**config.mk**
```make
export PLATFORM = sky130hd
export DESIGN_NAME = deserializer
export DESIGN_NICKNAME = d
export VERILOG_FILES = /design/src/rtl/deserializer_pkg.sv /design/src/rtl/deser_bit_timer.sv /design/src/rtl/deserializer.sv
export SDC_FILE = /design/constraint.sdc
export NUM_CORES = 1
export LEC_CHECK = 0
export CORE_MARGIN = 5
export CORE_UTILIZATION = 56
export DETAILED_ROUTE_END_ITERATION = 10
export PLACE_DENSITY = 0.9
export SLEW_MARGIN = 20
export SYNTH_ARGS = -nofsm -noshare
export SYNTH_HDL_FRONTEND = slang
export SYNTH_SLANG_ARGS = --single-unit
```
**constraint.sdc**
```tcl
create_clock -name clock_i -period 3.83 [get_ports clock_i]
set_clock_uncertainty 0.15 [all_clocks]
set_input_delay 0.5745 -clock clock_i [delete_from_list [all_inputs] [get_ports clock_i]]
set_output_delay 0.5745 -clock clock_i [all_outputs]
set_load 0.05 [all_outputs]
```
**src/rtl/deserializer_pkg.sv**
```systemverilog
// Shared serial-link definitions: FSM encodings and frame geometry helpers.
`default_nettype none

package deserializer_pkg;

    localparam int STATE_W = 3;

    localparam logic [2:0] ST_IDLE      = 3'd0;
    localparam logic [2:0] ST_START     = 3'd1;
    localparam logic [2:0] ST_DATA      = 3'd2;
    localparam logic [2:0] ST_STOP      = 3'd3;
    localparam logic [2:0] ST_WAIT_HIGH = 3'd4;

    // Start bit + data bits + stop bit; the serializer uses the same value.
    function automatic int frame_len(input int width);
        return width + 2;
    endfunction

    function automatic int idx_width(input int n);
        return (n > 1) ? $clog2(n) : 1;
    endfunction

endpackage

`default_nettype wire

```
**src/rtl/deser_bit_timer.sv**
```systemverilog
// Loadable down-counter that paces serial bit sampling; expire_o is high at count 0.
`default_nettype none

module deser_bit_timer #(
    parameter int CLKS_PER_BIT = 1
) (
    input  logic                          clock_i,
    input  logic                          reset_i,
    input  logic                          load_i,
    input  logic [$clog2(CLKS_PER_BIT):0] load_val_i,
    output logic                          expire_o
);

    localparam int TW = $clog2(CLKS_PER_BIT) + 1;

    logic [TW-1:0] count_q;
    logic [TW-1:0] count_d;

    always_comb begin
        count_d = count_q;
        if (load_i) begin
            count_d = load_val_i;
        end else if (count_q != '0) begin
            count_d = count_q - TW'(1);
        end
    end

    always_ff @(posedge clock_i or posedge reset_i) begin
        if (reset_i) begin
            count_q <= '0;
        end else begin
            count_q <= count_d;
        end
    end

    assign expire_o = (count_q == '0);

endmodule

`default_nettype wire

```
**src/rtl/deserializer.sv**
```systemverilog
// Serial frame receiver: start/data/stop framing check, one-entry holding
// register with ready/rd handshake, overrun and frame-error flags.
`default_nettype none

module deserializer
    import deserializer_pkg::*;
#(
    parameter int WIDTH        = 8,
    parameter int CLKS_PER_BIT = 1
) (
    input  logic             clock_i,
    input  logic             reset_i,
    input  logic             in_i,
    output logic [WIDTH-1:0] data_o,
    output logic             ready_o,
    input  logic             rd_i,
    output logic             frame_err_o,
    output logic             overrun_o,
    output logic             busy_o
);

    localparam int TW   = $clog2(CLKS_PER_BIT) + 1;
    localparam int IW   = idx_width(WIDTH);
    localparam int HALF = CLKS_PER_BIT / 2;

    // The timer expires one edge after it reads 0, so loads are one less than the wait.
    localparam logic [TW-1:0] BIT_LOAD  = TW'(CLKS_PER_BIT - 1);
    localparam logic [TW-1:0] HALF_LOAD = TW'((HALF > 0) ? HALF - 1 : 0);
    localparam logic [IW-1:0] LAST_IDX  = IW'(WIDTH - 1);

    logic [STATE_W-1:0] state_q, state_d;
    logic [IW-1:0]      idx_q, idx_d;
    logic [WIDTH-1:0]   shift_q, shift_d;
    logic [WIDTH-1:0]   data_q, data_d;
    logic               ready_q, ready_d;
    logic               overrun_q, overrun_d;
    logic               frame_err_q, frame_err_d;
    logic               timer_load;
    logic [TW-1:0]      timer_val;
    logic               expire;

    deser_bit_timer #(
        .CLKS_PER_BIT (CLKS_PER_BIT)
    ) u_timer (
        .clock_i    (clock_i),
        .reset_i    (reset_i),
        .load_i     (timer_load),
        .load_val_i (timer_val),
        .expire_o   (expire)
    );

    always_comb begin
        state_d     = state_q;
        idx_d       = idx_q;
        shift_d     = shift_q;
        data_d      = data_q;
        ready_d     = ready_q;
        overrun_d   = overrun_q;
        frame_err_d = 1'b0;
        timer_load  = 1'b0;
        timer_val   = BIT_LOAD;

        if (rd_i && ready_q) begin
            ready_d   = 1'b0;
            overrun_d = 1'b0;
        end

        case (state_q)
            ST_IDLE: begin
                if (!in_i) begin
                    timer_load = 1'b1;
                    idx_d      = '0;
                    // With under two clocks per bit the detection sample is the mid-bit check.
                    if (HALF == 0) begin
                        state_d   = ST_DATA;
                        timer_val = BIT_LOAD;
                    end else begin
                        state_d   = ST_START;
                        timer_val = HALF_LOAD;
                    end
                end
            end
            ST_START: begin
                if (expire) begin
                    if (!in_i) begin
                        state_d    = ST_DATA;
                        timer_load = 1'b1;
                        timer_val  = BIT_LOAD;
                    end else begin
                        state_d = ST_IDLE;
                    end
                end
            end
            ST_DATA: begin
                if (expire) begin
                    shift_d[idx_q] = in_i;
                    timer_load     = 1'b1;
                    timer_val      = BIT_LOAD;
                    if (idx_q == LAST_IDX) begin
                        state_d = ST_STOP;
                    end else begin
                        idx_d = idx_q + IW'(1);
                    end
                end
            end
            ST_STOP: begin
                if (expire) begin
                    if (in_i) begin
                        data_d  = shift_q;
                        ready_d = 1'b1;
                        if (ready_q && !rd_i) begin
                            overrun_d = 1'b1;
                        end
                        state_d = ST_IDLE;
                    end else begin
                        frame_err_d = 1'b1;
                        state_d     = ST_WAIT_HIGH;
                    end
                end
            end
            ST_WAIT_HIGH: begin
                if (in_i) begin
                    state_d = ST_IDLE;
                end
            end
            default: state_d = ST_IDLE;
        endcase
    end

    always_ff @(posedge clock_i or posedge reset_i) begin
        if (reset_i) begin
            state_q     <= ST_IDLE;
            idx_q       <= '0;
            shift_q     <= '0;
            data_q      <= '0;
            ready_q     <= 1'b0;
            overrun_q   <= 1'b0;
            frame_err_q <= 1'b0;
        end else begin
            state_q     <= state_d;
            idx_q       <= idx_d;
            shift_q     <= shift_d;
            data_q      <= data_d;
            ready_q     <= ready_d;
            overrun_q   <= overrun_d;
            frame_err_q <= frame_err_d;
        end
    end

    assign data_o      = data_q;
    assign ready_o     = ready_q;
    assign overrun_o   = overrun_q;
    assign frame_err_o = frame_err_q;
    assign busy_o      = (state_q == ST_START) || (state_q == ST_DATA) || (state_q == ST_STOP);

endmodule

`default_nettype wire

```
Word-level counts from Yosys, hierarchy flattened
Cells that the tools add are included.
- memories kept: 0
- output and inout port bits: 12
- latch bits: 0
- RAM bits: 0
- register bits: 26
- logic and storage cells: 69
- bits in read-only memories: 0
- reductions and logical operators: 12
- muxes and demuxes: 32
- shifts and indexed selects: 0
- equal/unequal tests: 12
- divide/modulo/power cells: 0
- $mul: 0
- $add $sub $neg: 2
- magnitude comparators: 2
- bitwise gates (word level): 1
- operators by type and width (kind ; count):
    2-to-1 mux 3 bit ; 10
    2-to-1 mux 1 bit ; 16
    one-hot mux 3 bit (5 select lines) ; 1
    != test 2 bit (second input constant) ; 7
    bitwise mux 8 bit ; 1
    == test 3 x 2 -> 1 bit (second input constant) ; 2
    == test 3 bit (second input constant) ; 2
    one-hot mux 3 bit (2 select lines) ; 1
    AND reduction 6 bit ; 1
    < comparator 3 x 4 -> 1 bit (second input constant) ; 1
    AND reduction 4 bit ; 1
    adder 3 x 1 -> 3 bit (second input constant) ; 1
    demux 1 bit (select 3 bit) ; 1
    == test 3 x 1 -> 1 bit (second input constant) ; 1
    greater-or-equal comparator 3 x 1 -> 1 bit (second input constant) ; 1
    logical AND 1 bit ; 3
    zero test 3 bit ; 1
    one-hot mux 1 bit (3 select lines) ; 1
    AND reduction 3 bit ; 1
    logical OR 1 bit ; 2
    2-to-1 mux 2 bit ; 1
    AND reduction 2 bit ; 1
    nonzero test 2 bit ; 1
    zero test 1 bit ; 1
    2 further kinds ; 2

Depth between registers and ports, before layout
Gate-level depths: netlist (run 1).
- depth in word-level cells: 6
- depth in mapped cells: 4
- depth with buffers taken out: 4

Cells and area by module
From an unflattened synthesis (run 1), not the netlist that was laid out.
- cell total of the unflattened synthesis: 100
- area total of the unflattened synthesis: 1238.7 um^2
- modules (own cells, without submodules) (module ; area each (um^2) ; sequential area each (um^2) ; cells an instance ; times used):
    deserializer ; 1199.9 ; 625.6 ; 96 ; 1
    deser_bit_timer ; 38.8 ; 25.0 ; 4 ; 1

Worst setup path before layout (run 1)
OpenSTA, ideal clock, no wires.
- path type: flip-flop to output port
- from: register state_q[0]
- to: output busy_o
- cell stages (with the launch flop): 4
- required time: 3105 ps
- arrival: 1216 ps
- slack: 1890 ps
- path through: dfrtp_1 > buf_2 > nor2_1 > nor2_1
- longest elaborated chain between the ends: 3
- RTL lines (element ; RTL line ; source):
    from (decl) ; deserializer.sv:31 ; logic [STATE_W-1:0] state_q, state_d;
    from (signal assigned) ; deserializer.sv:140 ; state_q <= state_d;
    == test 3 x 1 -> 1 bit / == test 3 x 2 -> 1 bit (equally long branches) ; deserializer.sv:154 ; assign busy_o = (state_q == ST_START) || (state_q == ST_DATA) || (state_q == ST_STOP);
    logical OR 1 bit ; deserializer.sv:154 ;
    logical OR 1 bit * ; deserializer.sv:154 ;
    to (decl) ; deserializer.sv:19 ; output logic busy_o
Mark *: on every way between the ends. The rest lies on a longest branch, timed or not.

Worst setup path after layout (run 1)
Ends and elaborated chain as after synthesis.

==> results.py, run 1 <==
metrics = {
    "clock_network": {
        "hold_buffers": 0,
        "clockRootBuffer": "clkbuf_4",
        "cts_buffers": 3,
        "cts.sinks": 25,
        "cts_tree": "yes",
        "cts_resized": 0,
        "cts_buffer_depth": 2,
        "h-tree-depth": 1,
        "cts_setup_buffers": 0,
        "clock_insertion_delay_worst_skew_ns": 0.30,
        "clk_pin_slew_ns": 0.13,
    },
    "setup_path": {
        "path_cells": "nor2_1, nor2_1, clkdlybuf4s50_1",
        "crit_arrival_ns": 1.89,
        "worst_path_most_repeated_cell": "nor2_1",
        "critical_path_class": "reg2out",
        "end_kind": "output port",
        "worstPathMaxFanout": 10,
        "reg2regPathDepth": 4,
        "crit_buf_inv": 1,
        "r2r_end": "idx_q[0]",
        "cp.required_ns": 3.11,
        "r2r_slack_ns": 1.85,
        "r2r_start": "idx_q[1]",
        "cpPeakStageDelay_ns": 0.80,
        "cp_slowest_cell": "clkdlybuf4s50_1",
        "crit_family": "buffers and inverters",
        "worstSetupStartpointType": "register",
        "critPathLaunch": "state_q[0]",
    },
    "synthesis": {
        "syn_area_um2": 1110,
        "avgSynthCellArea_um2": 13.3,
        "yosys_warnings": 0,
        "synth_cell_types": 25,
        "synth-seq-cells": 25,
        "synth_fp_nets": 89,
        "yosysTopAreaCell": "dfrtp_1",
        "synth.top_cell.area_share_pct": 56.6,
        "synthCells": 83,
        "synth_area_leaders": "dfrtp_1 (57%), mux2_2 (16%), nand2_1 (3.1%), a2111oi_4 (2.5%), ha_1 (2.3%)",
        "ys_seq_area_share_pct": 56.6,
    },
    "global_routing": {
        "grt_remaining_overflow": 0,
        "grtUsageTotal_pct": 14.6,
        "antenna_found_initial": 0,
        "grt_pass1_wl_um": 3060,
        "grt_max_degree": 26,
        "grt_pass1_vias": 670,
    },
    "die": {
        "die_h_um": 54.4,
        "core-area_um2": 1920,
        "start_util_pct": 57.6,
        "io_pins": 16,
        "fp-row-count": 16,
        "dieArea_um2": 2960,
        "chipWidth_um": 54.4,
    },
    "cells_and_area": {
        "final_nets": 107,
        "drive_gt1_share_pct": 28.0,
        "layout.cells.non_filler": 127,
        "area_delta_synth_final_pct": 18.3,
        "diodes": 0,
    },
    "power_and_ir_drop": {
        "irDropWorstVdd_mv": 0.535,
        "powerDensity_nw_per_um2": 863,
        "p_leak_nw": 0.586,
    },
    "drt": {
        "antenna_left": 0,
        "routedWlPerCell_um": 13.8,
        "route.vias.total": 644,
        "totalWireLength_um": 1750,
        "drt_iter0_drc": 7,
        "drt_drc_violations_left": 0,
        "viasPerCell": 5.07,
        "drtPass1Iterations": 4,
    },
    "hold_path": {
        "min_path_cells": 1,
        "worstHoldPathType": "reg2reg",
        "min-delay-start": "ready_o",
    },
    "sta": {
        "rsz0062_at_grt": "no",
        "slew_violations": 0,
        "period_share_pct": 68.3,
        "min_period_ns": 2.62,
        "finalSetupTns_ns": 0,
        "relSlewSlack_pct": 40.0,
        "setup_violations": 0,
        "finalHoldViolations": 0,
        "tightest_slew_ns": 0.899,
        "fmax_mhz": 382,
    },
    "placement": {
        "hpwl_um": 1290,
        "place_congestion": 0.745,
        "dp.cells": 123,
        "port_buffers": 15,
    },
    "run_status": {
        "status": "finished, final reports clean",
    },
    "job": {
        "drv_cap": 0,
    },
}
layout make-up:
| class | count | area [um^2] |
|---|---|---|
| clock inverter | 1 | 5.00 |
| sequential | 25 | 626 |
| multi-input combinational | 52 | 457 |
| tap | 27 | 33.8 |
| inverter | 4 | 15.0 |
| timing repair buffer | 15 | 150 |
| fill | 151 | 613 |
| clock buffer | 3 | 22.5 |
placed cells by master (no fill, tap or decap):
master / synthesis / layout
o21ai_0: 1 / 1
nor3b_1: 1 / 1
mux2i_1: 2 / 2
nand3_1: 2 / 2
nor2b_1: 2 / 2
a21oi_1: 2 / 2
mux2_4: 1 / 1
and2b_2: 1 / 1
dfrtp_1: 25 / 25
nor4b_4: 1 / 1
nor2_1: 4 / 4
or3b_2: 1 / 1
a2111oi_4: 1 / 1
and4bb_2: 1 / 1
a211oi_1: 1 / 1
ha_1: 2 / 2
mux2_2: 16 / 16
nor2b_2: 1 / 1
nand3_2: 1 / 1
clkinv_2: 0 / 1
inv_1: 4 / 4
and2_1: 1 / 1
a41oi_1: 1 / 1
clkdlybuf4s50_1: 0 / 15
nand2_1: 9 / 9
clkbuf_4: 0 / 3
layer usage:
layer / vias up / global-route usage, % / share of wire [%]
li1: 320 / - / -
met1: 309 / 17.8 / 45
met3: 2 / 2.45 / 3.9
met2: 13 / 25.9 / 50
met4: 0 / 4.98 / 0.63
met5: - / 0 / 0
cell families after synthesis:
kind of cell	synth area share (%)
DFF	56.6
adders and majority gates	2.26
buffers and inverters	2.15
AOI/OAI and AO/OA	5.32
muxes	19.5
and+or+nand+nor	14.3
report_power, final:
group	internal (mW)	leakage, nW	switching [mW]
clock network	0.0389	0.0177	0.0714
logic	0.253	0.258	0.306
registers	0.373	0.310	0.0872
total	0.665	0.586	0.465
worst max path at each step:
| stage | depth (start not counted) | endpoint | slack (ns) |
|---|---|---|---|
| global placement | 4 | idx_q[0] | 1.33 |
| detailed placement | 4 | idx_q[0] | 1.30 |
| CTS | 3 | busy_o | 1.21 |
| global route | 3 | busy_o | 1.10 |
| floorplan | 3 | busy_o | 1.89 |
| finish | 3 | busy_o | 1.21 |
sequential cells by signal, summed over array words and instances (netlist names), named ones only:
register / cells
data_o: 8
frame_err_o: 1
idx_q: 3
ready_o: 1
shift_q: 8
state_q: 3
Yosys cell counts, drive strengths merged:
library cell,count
and2,1
and4bb,1
mux2,17
nand3,3
and2b,1
ha,2
a21oi,2
o21ai,1
nor2b,3
nor3b,1
nor2,4
nand2,9
mux2i,2
buf,1
a41oi,1
or3b,1
a2111oi,1
clkbuf,1
dfrtp,25
a211oi,1
nor4b,1
inv,4
per-stage QoR:
stage	util [%]	hold WS [ns]	area (um^2)	power [mW]	setup slack (ns)
2_1_floorplan	-	0.325	1110	0.869	1.89
3_3_place_gp	66.7	0.332	1280	1.00	1.33
3_5_place_dp	66.7	0.342	1280	1.03	1.30
4_1_cts	68.1	0.367	1310	1.14	1.21
5_1_grt	68.1	0.380	1310	1.21	1.10
6_report	68.1	0.357	1310	1.13	1.21
No activity file was read; power rests on OpenSTA's default activity.
==> run 2: changes to the inputs <==
Settings changed: CORE_UTILIZATION 56 to 47, PLACE_DENSITY 0.9 to 0.81.
Clock period 3.83 ns to 2.4 ns, I/O delays scaled along.
==> run 2 against run 1 <==
  * Highest routed layer unchanged
  * Sequential power rose by 59%
  * Global-route usage fell by 1.1 points
  * Wire length rose by 7.8%
  * Largest cell class unchanged
  * Combinational power rose by 58%
==> results.py, run 2 (same netlist as run 1, synthesis figures left out) <==
metrics = {
    "run_status": {
        "status": "finished, final reports clean",
    },
    "power_and_ir_drop": {
        "finalPower_mw": 1.81,
        "switchingPower_uw": 749,
        "combPwrFrac_pct": 49.0,
        "p_leak_nw": 0.592,
        "power_frac_clock_pct": 10.4,
        "irDropWorstVdd_mv": 0.787,
        "pwr-share-seq_pct": 40.6,
        "p_int_mw": 1.06,
        "powerDensity_nw_per_um2": 1370,
        "swShare_pct": 41.4,
    },
    "setup_path": {
        "cp.required_ns": 1.89,
        "r2r_end": "idx_q[0]",
        "crit_arrival_ns": 1.56,
        "path_cells": "clkdlybuf4s50_1",
        "worstPathMaxFanout": 4,
        "reg2regPathDepth": 4,
        "crit_buf_inv": 1,
        "end_kind": "output port",
        "worstSetupStartpointType": "register",
        "r2r_slack_ns": 0.45,
        "crit_family": "buffers and inverters",
        "cpPeakStageDelay_ns": 0.82,
        "critical_path_class": "reg2out",
        "cp_slowest_cell": "clkdlybuf4s50_1",
        "r2r_start": "idx_q[0]",
    },
    "sta": {
        "period_share_pct": 86.3,
        "rsz0062_at_grt": "no",
        "finalSetupTns_ns": 0,
        "slew_violations": 0,
        "setup_violations": 0,
        "fin_hold_ws_ns": 0.221,
        "tightest_slew_ns": 0.503,
        "min_period_ns": 2.07,
        "fmax_mhz": 483,
        "finalHoldViolations": 0,
        "relSlewSlack_pct": 66.4,
    },
    "clock_network": {
        "clk_pin_slew_ns": 0.14,
        "cts_buffer_depth": 2,
        "cts_setup_buffers": 0,
        "hold_buffers": 0,
        "cts_resized": 0,
        "cts_tree": "yes",
        "cts.sinks": 25,
        "clock_insertion_delay_worst_skew_ns": 0.32,
        "clockRootBuffer": "clkbuf_4",
        "h-tree-depth": 1,
        "cts_buffers": 3,
    },
    "cells_and_area": {
        "layout_common_cells": "dfrtp_1 (25), mux2_2 (16), clkdlybuf4s50_1 (14), nand2_1 (9)",
        "area_delta_synth_final_pct": 19.8,
        "n_fill_cell": 198,
        "multi_input_area_um2": 457,
        "diodes": 0,
        "drive_gt1_share_pct": 30.4,
        "layout_commonest_cell": "dfrtp_1",
        "fin_util_pct": 59.3,
        "final_nets": 109,
        "seq_area_um2": 626,
    },
    "global_routing": {
        "grt_pass1_vias": 782,
        "grt_remaining_overflow": 0,
        "grt_max_degree": 26,
        "antenna_found_initial": 0,
        "grt_pass1_wl_um": 3510,
        "grtUsageTotal_pct": 13.4,
    },
    "drt": {
        "drtPass1Iterations": 3,
        "viasPerCell": 5.25,
        "drt_iter0_drc": 7,
        "routedWlPerCell_um": 14.5,
        "route.vias.total": 683,
        "antenna_left": 0,
        "totalWireLength_um": 1890,
        "drt_drc_violations_left": 0,
    },
    "die": {
        "io_pins": 16,
        "start_util_pct": 49.5,
        "chipWidth_um": 58.5,
        "fp-row-count": 17,
        "die_h_um": 58.5,
        "dieArea_um2": 3420,
        "core-area_um2": 2230,
    },
    "placement": {
        "hpwl_um": 1370,
        "port_buffers": 15,
        "place_congestion": 0.736,
    },
    "hold_path": {
        "worstHoldPathType": "in2async",
    },
    "job": {
        "drv_cap": 0,
    },
}
[run 2: cell types whose count changed in the layout (fill, tap and decap cells not counted), sizes merged]
cell / previous run / this run
clkdlybuf4s50: 15 / 14
clkinvlp: 0 / 1
buf: 0 / 3
clkinv: 1 / 0
[run 2: layout make-up]
type | count | area share (%)
clock buffers | 3 | 1.70
clock inverters | 1 | 0.567
inverters | 4 | 1.13
multi-input cells | 52 | 34.5
flip-flops and latches | 25 | 47.2
well taps | 28 | 2.64
repair buffers | 17 | 12.3
[run 2: how the worst max path moves through the flow]
stage,end,slack (ns),startpoint,cells after the start
3_3_place_gp,idx_q[0],0.41,in_i,4
6_report,ready_o,0.33,ready_o,1
3_5_place_dp,idx_q[0],0.38,in_i,4
2_1_floorplan,idx_q[0],0.54,idx_q[0],4
5_1_grt,ready_o,0.27,ready_o,1
4_1_cts,ready_o,0.30,ready_o,1
[run 2: stage by stage]
| stage | cell area [um^2] | instances | setup slack (ns) |
|---|---|---|---|
| finish | 1330 | 130 | 0.329 |
| global route | 1330 | 130 | 0.266 |
| CTS | 1330 | 130 | 0.300 |
| detailed placement | 1290 | 126 | 0.377 |
| global placement | 1290 | 126 | 0.413 |
| floorplan | 1110 | 83 | 0.539 |
[run 2: power groups by stage]
stage | logic, mW | clock network, mW | registers (mW)
floorplan | 0.441 | 0 | 0.945
global placement | 0.872 | 0 | 0.734
detailed placement | 0.902 | 0 | 0.744
CTS | 0.904 | 0.203 | 0.736
global route | 0.965 | 0.218 | 0.764
finish | 0.886 | 0.189 | 0.734
[run 2: layer usage]
layer	routed length, um	GRT usage (%)	vias up
met4	41	5.96	0
met3	119	4.61	5
met2	907	22.6	16
li1	-	-	321
met1	816	15.4	341
met5	0	0	-
[run 2: worst reg2reg max path, stage by stage (launching register included)]
cell and delay, ns:
dfrtp_1 0.46, ha_1 0.22, ha_1 0.22, a2111oi_4 0.47, mux2_4 0.33
==> run 3: changes to the inputs <==
Settings changed: CTS_CLUSTER_SIZE set to 8.
==> results of run 3 <==
Final layout, timing and power as in run 2 (identical DEF).
